[src/rtl/argmax_serializer.sv]
// argmax_serializer
//   Takes one parallel vector of CELL_AMOUNT signed accumulator scores per
//   handshake, requantizes every score to an unsigned DATA_WIDTH value
//   (arithmetic shift by SHIFT, then clamp to [0, 2^DATA_WIDTH-1]) and
//   streams the results out one per cycle as (index, value, enable) for the
//   argmax stage. Two vector slots (ACTIVE, PENDING) allow back-to-back
//   vectors with no bubble between them.
//
// Ports
//   clk, rst_n  clock / asynchronous active-low reset
//   in_valid    vector present on in_data
//   in_ready    vector can be taken this cycle (PENDING slot free)
//   in_data     score i at [i*ACC_WIDTH +: ACC_WIDTH], two's complement
//   out_enable  out_index / out_value valid this cycle
//   out_index   score index 0..CELL_AMOUNT-1
//   out_value   requantized score
//   busy        ACTIVE or PENDING slot occupied

// Per-lane requantizer: clamp(x >>> SHIFT, 0, 2^DATA_WIDTH-1).
module argmax_serializer_quant #(
  parameter int DATA_WIDTH = 8,
  parameter int ACC_WIDTH  = 16,
  parameter int SHIFT      = 8
) (
  input  logic [ACC_WIDTH-1:0]  x,
  output logic [DATA_WIDTH-1:0] value
);
  // Work width leaves room for a sign bit above the widest of the two
  // operands, so neither the shift nor the range test can wrap.
  localparam int QW = ((ACC_WIDTH > DATA_WIDTH) ? ACC_WIDTH : DATA_WIDTH) + 2;

  logic signed [QW-1:0] ext;
  logic signed [QW-1:0] s;
  logic                 neg;
  logic                 over;

  assign ext  = {{(QW-ACC_WIDTH){x[ACC_WIDTH-1]}}, x};
  assign s    = ext >>> SHIFT;
  assign neg  = s[QW-1];
  // Any set bit between the sign and the kept field means s > 2^DATA_WIDTH-1.
  assign over = |s[QW-2:DATA_WIDTH];

  always_comb begin
    value = s[DATA_WIDTH-1:0];
    if (neg)       value = '0;
    else if (over) value = '1;
  end
endmodule

module argmax_serializer #(
  parameter int DATA_WIDTH  = 8,
  parameter int ACC_WIDTH   = 16,
  parameter int INDEX_WIDTH = 10,
  parameter int CELL_AMOUNT = 4,
  parameter int SHIFT       = 8
) (
  input  logic                             clk,
  input  logic                             rst_n,
  input  logic                             in_valid,
  output logic                             in_ready,
  input  logic [CELL_AMOUNT*ACC_WIDTH-1:0] in_data,
  output logic                             out_enable,
  output logic [INDEX_WIDTH-1:0]           out_index,
  output logic [DATA_WIDTH-1:0]            out_value,
  output logic                             busy
);
  localparam logic [INDEX_WIDTH-1:0] LAST_IDX = INDEX_WIDTH'(CELL_AMOUNT - 1);

  typedef logic [CELL_AMOUNT-1:0][ACC_WIDTH-1:0] vec_t;
  typedef enum logic {IDLE, STREAM} state_t;

  state_t                                state;
  vec_t                                  active;
  vec_t                                  pending;
  logic                                  pending_valid;
  logic [INDEX_WIDTH-1:0]                idx;
  logic [CELL_AMOUNT-1:0][DATA_WIDTH-1:0] q;
  logic [DATA_WIDTH-1:0]                 q_sel;
  logic                                  active_valid;
  logic                                  accept;
  logic                                  last;

  // ACTIVE holds a vector exactly while streaming.
  assign active_valid = (state == STREAM);
  assign in_ready     = !pending_valid;
  assign busy         = active_valid || pending_valid;
  assign accept       = in_valid && in_ready;
  assign last         = (idx == LAST_IDX);

  for (genvar i = 0; i < CELL_AMOUNT; i++) begin : g_lane
    argmax_serializer_quant #(
      .DATA_WIDTH (DATA_WIDTH),
      .ACC_WIDTH  (ACC_WIDTH),
      .SHIFT      (SHIFT)
    ) u_quant (
      .x     (active[i]),
      .value (q[i])
    );
  end

  // Compare-based select keeps the mux free of index-width mismatches.
  always_comb begin
    q_sel = '0;
    for (int i = 0; i < CELL_AMOUNT; i++)
      if (idx == INDEX_WIDTH'(i)) q_sel = q[i];
  end

  always_ff @(posedge clk or negedge rst_n) begin
    if (!rst_n) begin
      state         <= IDLE;
      active        <= '0;
      pending       <= '0;
      pending_valid <= 1'b0;
      idx           <= '0;
      out_enable    <= 1'b0;
      out_index     <= '0;
      out_value     <= '0;
    end else begin
      case (state)
        IDLE: begin
          out_enable <= 1'b0;
          out_index  <= '0;
          out_value  <= '0;
          idx        <= '0;
          if (accept) begin
            active <= vec_t'(in_data);
            state  <= STREAM;
          end
        end
        STREAM: begin
          out_enable <= 1'b1;
          out_index  <= idx;
          out_value  <= q_sel;
          if (!last) begin
            idx <= idx + INDEX_WIDTH'(1);
            if (accept) begin
              pending       <= vec_t'(in_data);
              pending_valid <= 1'b1;
            end
          end else begin
            idx <= '0;
            // accept cannot coincide with a full PENDING (in_ready is low).
            if (pending_valid) begin
              active        <= pending;
              pending_valid <= 1'b0;
            end else if (accept) begin
              active <= vec_t'(in_data);
            end else begin
              state <= IDLE;
            end
          end
        end
        default: state <= IDLE;
      endcase
    end
  end
endmodule

[config.mk]
export PLATFORM = sky130hd
export DESIGN_NAME = argmax_serializer
export DESIGN_NICKNAME = d
export VERILOG_FILES = /design/src/rtl/argmax_serializer.sv
export SDC_FILE = /design/constraint.sdc
export NUM_CORES = 1
export LEC_CHECK = 0
export BUFFER_PORTS_ARGS = -buffer_cell sky130_fd_sc_hd__buf_4
export CAP_MARGIN = 20
export CELL_PAD_IN_SITES_DETAIL_PLACEMENT = 2
export CELL_PAD_IN_SITES_GLOBAL_PLACEMENT = 2
export CORE_ASPECT_RATIO = 2
export CORE_MARGIN = 1
export CORE_UTILIZATION = 36
export CTS_CLUSTER_DIAMETER = 150
export DETAILED_ROUTE_END_ITERATION = 12
export MAX_ROUTING_LAYER = met4
export PLACE_DENSITY = 0.76
export SYNTH_ARGS = -nofsm -noshare
export SYNTH_HDL_FRONTEND = slang
export SYNTH_SLANG_ARGS = --single-unit
export TNS_END_PERCENT = 50
[constraint.sdc]
create_clock -name clk -period 3.23 [get_ports clk]
set_clock_uncertainty 0.15 [all_clocks]
set_input_delay 0.323 -clock clk [delete_from_list [all_inputs] [get_ports clk]]
set_output_delay 0.323 -clock clk [all_outputs]
set_load 0.005 [all_outputs]
==> summary.txt <==
Floorplanning
  • Initial Utilization: 0.368
  • Site Rows: 58
  • Die Area: 0.0133 mm²
  • Core area: 0.0126 mm²
  • Top Ports: 88
  • Horiz. Die Dim: 82.1 µm
  • Y dimension of the die: 162 µm

Timing
  • Number of hold violations in the final report: 0
  • Crit path time final: 2.58 ns
  • Final slew viol count: 0
  • Worst slew margin relative to its limit: 0.539
  • Final-layout setup total negative slack: 0 ns
  • Actual transition at the worst max-transition pin: 0.692 ns
  • Unrepaired setup endpoints after global routing: false
  • Number of setup violations in the final report: 0
  • Maximum operating frequency: 388 MHz
  • Slack of the critical path: 0.650 ns
  • Share of the clock period used by the worst path after layout: 0.799

Routing
  • Drt first pass iters: 4
  • Post-detailed-route wirelength per cell: 21.7 µm
  • Aggregate routed wire length: 13,500 µm
  • Routed via count: 3,609
  • Number of remaining DRC errors: 0
  • Count of routing violations after the opening detailed-route iteration: 134
  • Number of antenna-violating nets in the routed design: 0
  • Vias/cell: 5.79

Power and ir drop
  • Fraction of power spent switching nets: 0.382
  • VDD IR max: 0.000439 V
  • Combinational power share: 0.469
  • Switching Power: 2.21 mW
  • Internal power contribution: 3.58 mW
  • Part of the power in the clock network: 0.177
  • Ratio of total power to cell area: 1060 mW/mm²
  • Relative contribution of sequential cells to total power: 0.354
  • Static power due to leakage: 2.51 nW

Synth
  • Avg Inst Size Synth: 11.0 µm²
  • Synthesized cell area: 0.00462 mm²
  • Number of cells produced by synthesis: 420
  • Number of nets in the synthesized netlist: 491
  • Post-synth cell types: 39
  • Synthesis warning total: 0
  • Synthesized flop and latch total: 94
  • Portion of the post-synthesis area used by sequential elements: 0.509

CTS
  • Clock transition at the registers of the reported paths: 0.07 ns
  • Clock buffers created by TritonCTS: 9
  • H-tree depth: 3
  • Number of buffers added for setup after CTS: 0
  • Number of sinks handled by clock tree synthesis: 94
  • Buffer type at the clock tree root: clkbuf_16
  • CTS tree: yes
  • Clock insertion delay at the later pin of the skew report: 0.34 ns
  • Maximum root-to-sink buffer count: 2

Final layout
  • Post-layout net count: 541
  • Storage element area: 0.00235 mm²
  • Growth of design area from synthesis to finish: 18.6%
  • Share of cells above drive strength 1: 0.326
  • Final-layout fill cell count: 1,329
  • Multi-input gate area: 0.00196 mm²
  • Antenna diode count: 0

Hold path
  • Hold Crit Class: input port to flip-flop

Worst setup path
  • Largest incremental delay on the critical path: 0.64 ns
  • Cell-by-cell trace of the critical path: or4_1 > or3_4 > nor3b_4 > buf_4 > mux2_4
  • Data arrival at the endpoint of the critical path: 2.65 ns
  • Worst Setup Start Kind: flip-flop
  • Cell family contributing the most delay on the critical path: simple AND/OR/NAND/NOR gates
  • Category of the critical setup timing path: flip-flop to flip-flop
  • Buffers & Inverters on Critical Path: 1
  • Worst-path maximum fanout: 17
  • Setup crit end kind: flip-flop
  • Cell with the largest stage delay on the worst path: or4_1
  • Worst EP required: 3.30 ns

Placement
  • HPWL after DPL: 9330 µm
  • Worst setup timing slack at the placement stage: 0.136 ns
  • Routability congestion estimate from global placement: 0.803
  • Port-buffer cells: 54

GRT
  • Sum of overflow across all layers after global routing: 0
  • Pin count of the biggest net entering global routing: 52
  • Via count of the first global-routing pass: 4,218
  • Global-route wire length before repair: 22,000 µm
  • Initial antenna violation count: 0
  • Global Route Usage Sum: 0.226

Status
  • Run status: finished clean

Flow run
  • Max-cap check violation count: 0
cells in the mapped netlist (all sizes together):
| cell | n | area [µm²] |
|---|---|---|
| o21ai | 6 | 30.0 |
| dfrtp | 94 | 2350 |
| a221o | 4 | 40.0 |
| buf | 12 | 82.6 |
| a21oi | 39 | 199 |
| a31oi | 1 | 6.26 |
| conb | 1 | 3.75 |
| a221oi | 3 | 26.3 |
| a2bb2oi | 3 | 26.3 |
| xor2 | 3 | 26.3 |
| and2 | 8 | 50.1 |
| mux2 | 32 | 473 |
| o22ai | 32 | 200 |
| xnor2 | 3 | 26.3 |
| nand2b | 1 | 6.26 |
| o221a | 32 | 360 |
| clkbuf | 21 | 78.8 |
| nand2 | 6 | 22.5 |
| ha | 4 | 50.1 |
| nor4 | 1 | 6.26 |
| nand4 | 1 | 6.26 |
| nand3 | 37 | 185 |
| a32oi | 4 | 35.0 |
| nor2b | 1 | 6.26 |
| and3 | 2 | 12.5 |
| nor3b | 2 | 26.3 |
| nor2 | 20 | 75.1 |
| clkinv | 1 | 3.75 |
| or3 | 3 | 23.8 |
| inv | 37 | 139 |
| nor3 | 4 | 20.0 |
| or4 | 2 | 18.8 |
power by group through the flow:
| stage | Combinational [mW] | Sequential (mW) | Clock, mW |
|---|---|---|---|
| 6_report | 2.71 | 2.05 | 1.03 |
| 5_1_grt | 2.96 | 2.10 | 1.09 |
| 4_1_cts | 2.75 | 2.05 | 1.06 |
| 3_5_place_dp | 2.71 | 2.07 | 0 |
| 3_3_place_gp | 2.53 | 2.02 | 0 |
| 2_1_floorplan | 1.99 | 1.93 | 0 |
per-layer routing:
metal	vias up	GRT usage	routed length, µm
met1	1871	0.243	5180
met3	32	0.0303	303
li1	1634	-	-
met2	72	0.403	7620
met4	0	0.0893	399
met5	-	-	0
through the flow:
step | util | hold WS (ns) | power, mW | area (µm²) | cells
after floorplan | - | -0.123 | 3.93 | 4620 | 420
after global placement | 0.412 | 0.243 | 4.55 | 5170 | 607
after detailed placement | 0.412 | 0.260 | 4.78 | 5170 | 607
after CTS | 0.435 | 0.0594 | 5.86 | 5460 | 622
after global routing | 0.436 | 0.0667 | 6.15 | 5480 | 623
final | 0.436 | 0.0661 | 5.79 | 5480 | 623
repair_timing:
| item | CTS | global route |
|---|---|---|
| resized for setup | 0 | 0 |
| hold endpoints to repair | 49 | 0 |
| hold buffers | 1 | 0 |
state kept, by name (all words and copies together), names as in the netlist:
register       count
active            32
pending           32
idx               10
out_index         10
out_value          7
active_valid       1
out_enable         1
pending_valid      1
layout by cell type (no fill, tap or decap), types with 4 or more instances in the layout:
master and instances:
dfrtp_1 94, buf_4 70, a21oi_1 38, inv_1 37, nand3_1 37, o22ai_1 32, o221a_2 32, mux2_4 30
nor2_1 19, clkbuf_16 9, and2_1 8, nand2_1 6, o21ai_0 6, nor3_1 4, a221o_1 4, a32oi_1 4
ha_1 4
worst paths after layout:
path	from	end	slack (ns)	cells past startpoint
min in group asynchronous	rst_n	pending[43]$_DFFE_PN0P_	0.42	2
worst min-delay path	in_data[11]	pending[11]$_DFFE_PN0P_	0.07	2
worst min register to register	pending[14]$_DFFE_PN0P_	pending[14]$_DFFE_PN0P_	0.37	1
worst max-delay path	idx[3]$_DFF_PN0_	pending[29]$_DFFE_PN0P_	0.65	5
worst max register to register	idx[3]$_DFF_PN0_	pending[29]$_DFFE_PN0P_	0.65	5
max in group asynchronous	rst_n	pending[57]$_DFFE_PN0P_	1.72	3
logic make-up after synthesis:
| family | Yosys count | synth area share |
|---|---|---|
| xor gates and xnor gates | 6 | 0.0114 |
| AOI/OAI and AO/OA | 124 | 0.200 |
| buffers and inverters | 71 | 0.0658 |
| adders and majority gates | 4 | 0.0108 |
| and+or+nand+nor | 88 | 0.0994 |
| DFF | 94 | 0.509 |
| other | 1 | 0.000812 |
| muxes | 32 | 0.102 |
cell type report:
cell class | count | share of cell area
sequential | 94 | 0.430
multi-input combinational | 255 | 0.359
timing repair buffer | 72 | 0.101
clock buffer | 9 | 0.0411
tap | 150 | 0.0343
inverter | 38 | 0.0261
clock inverter | 5 | 0.00960
Note: power is estimated with default switching activity, not from simulation.
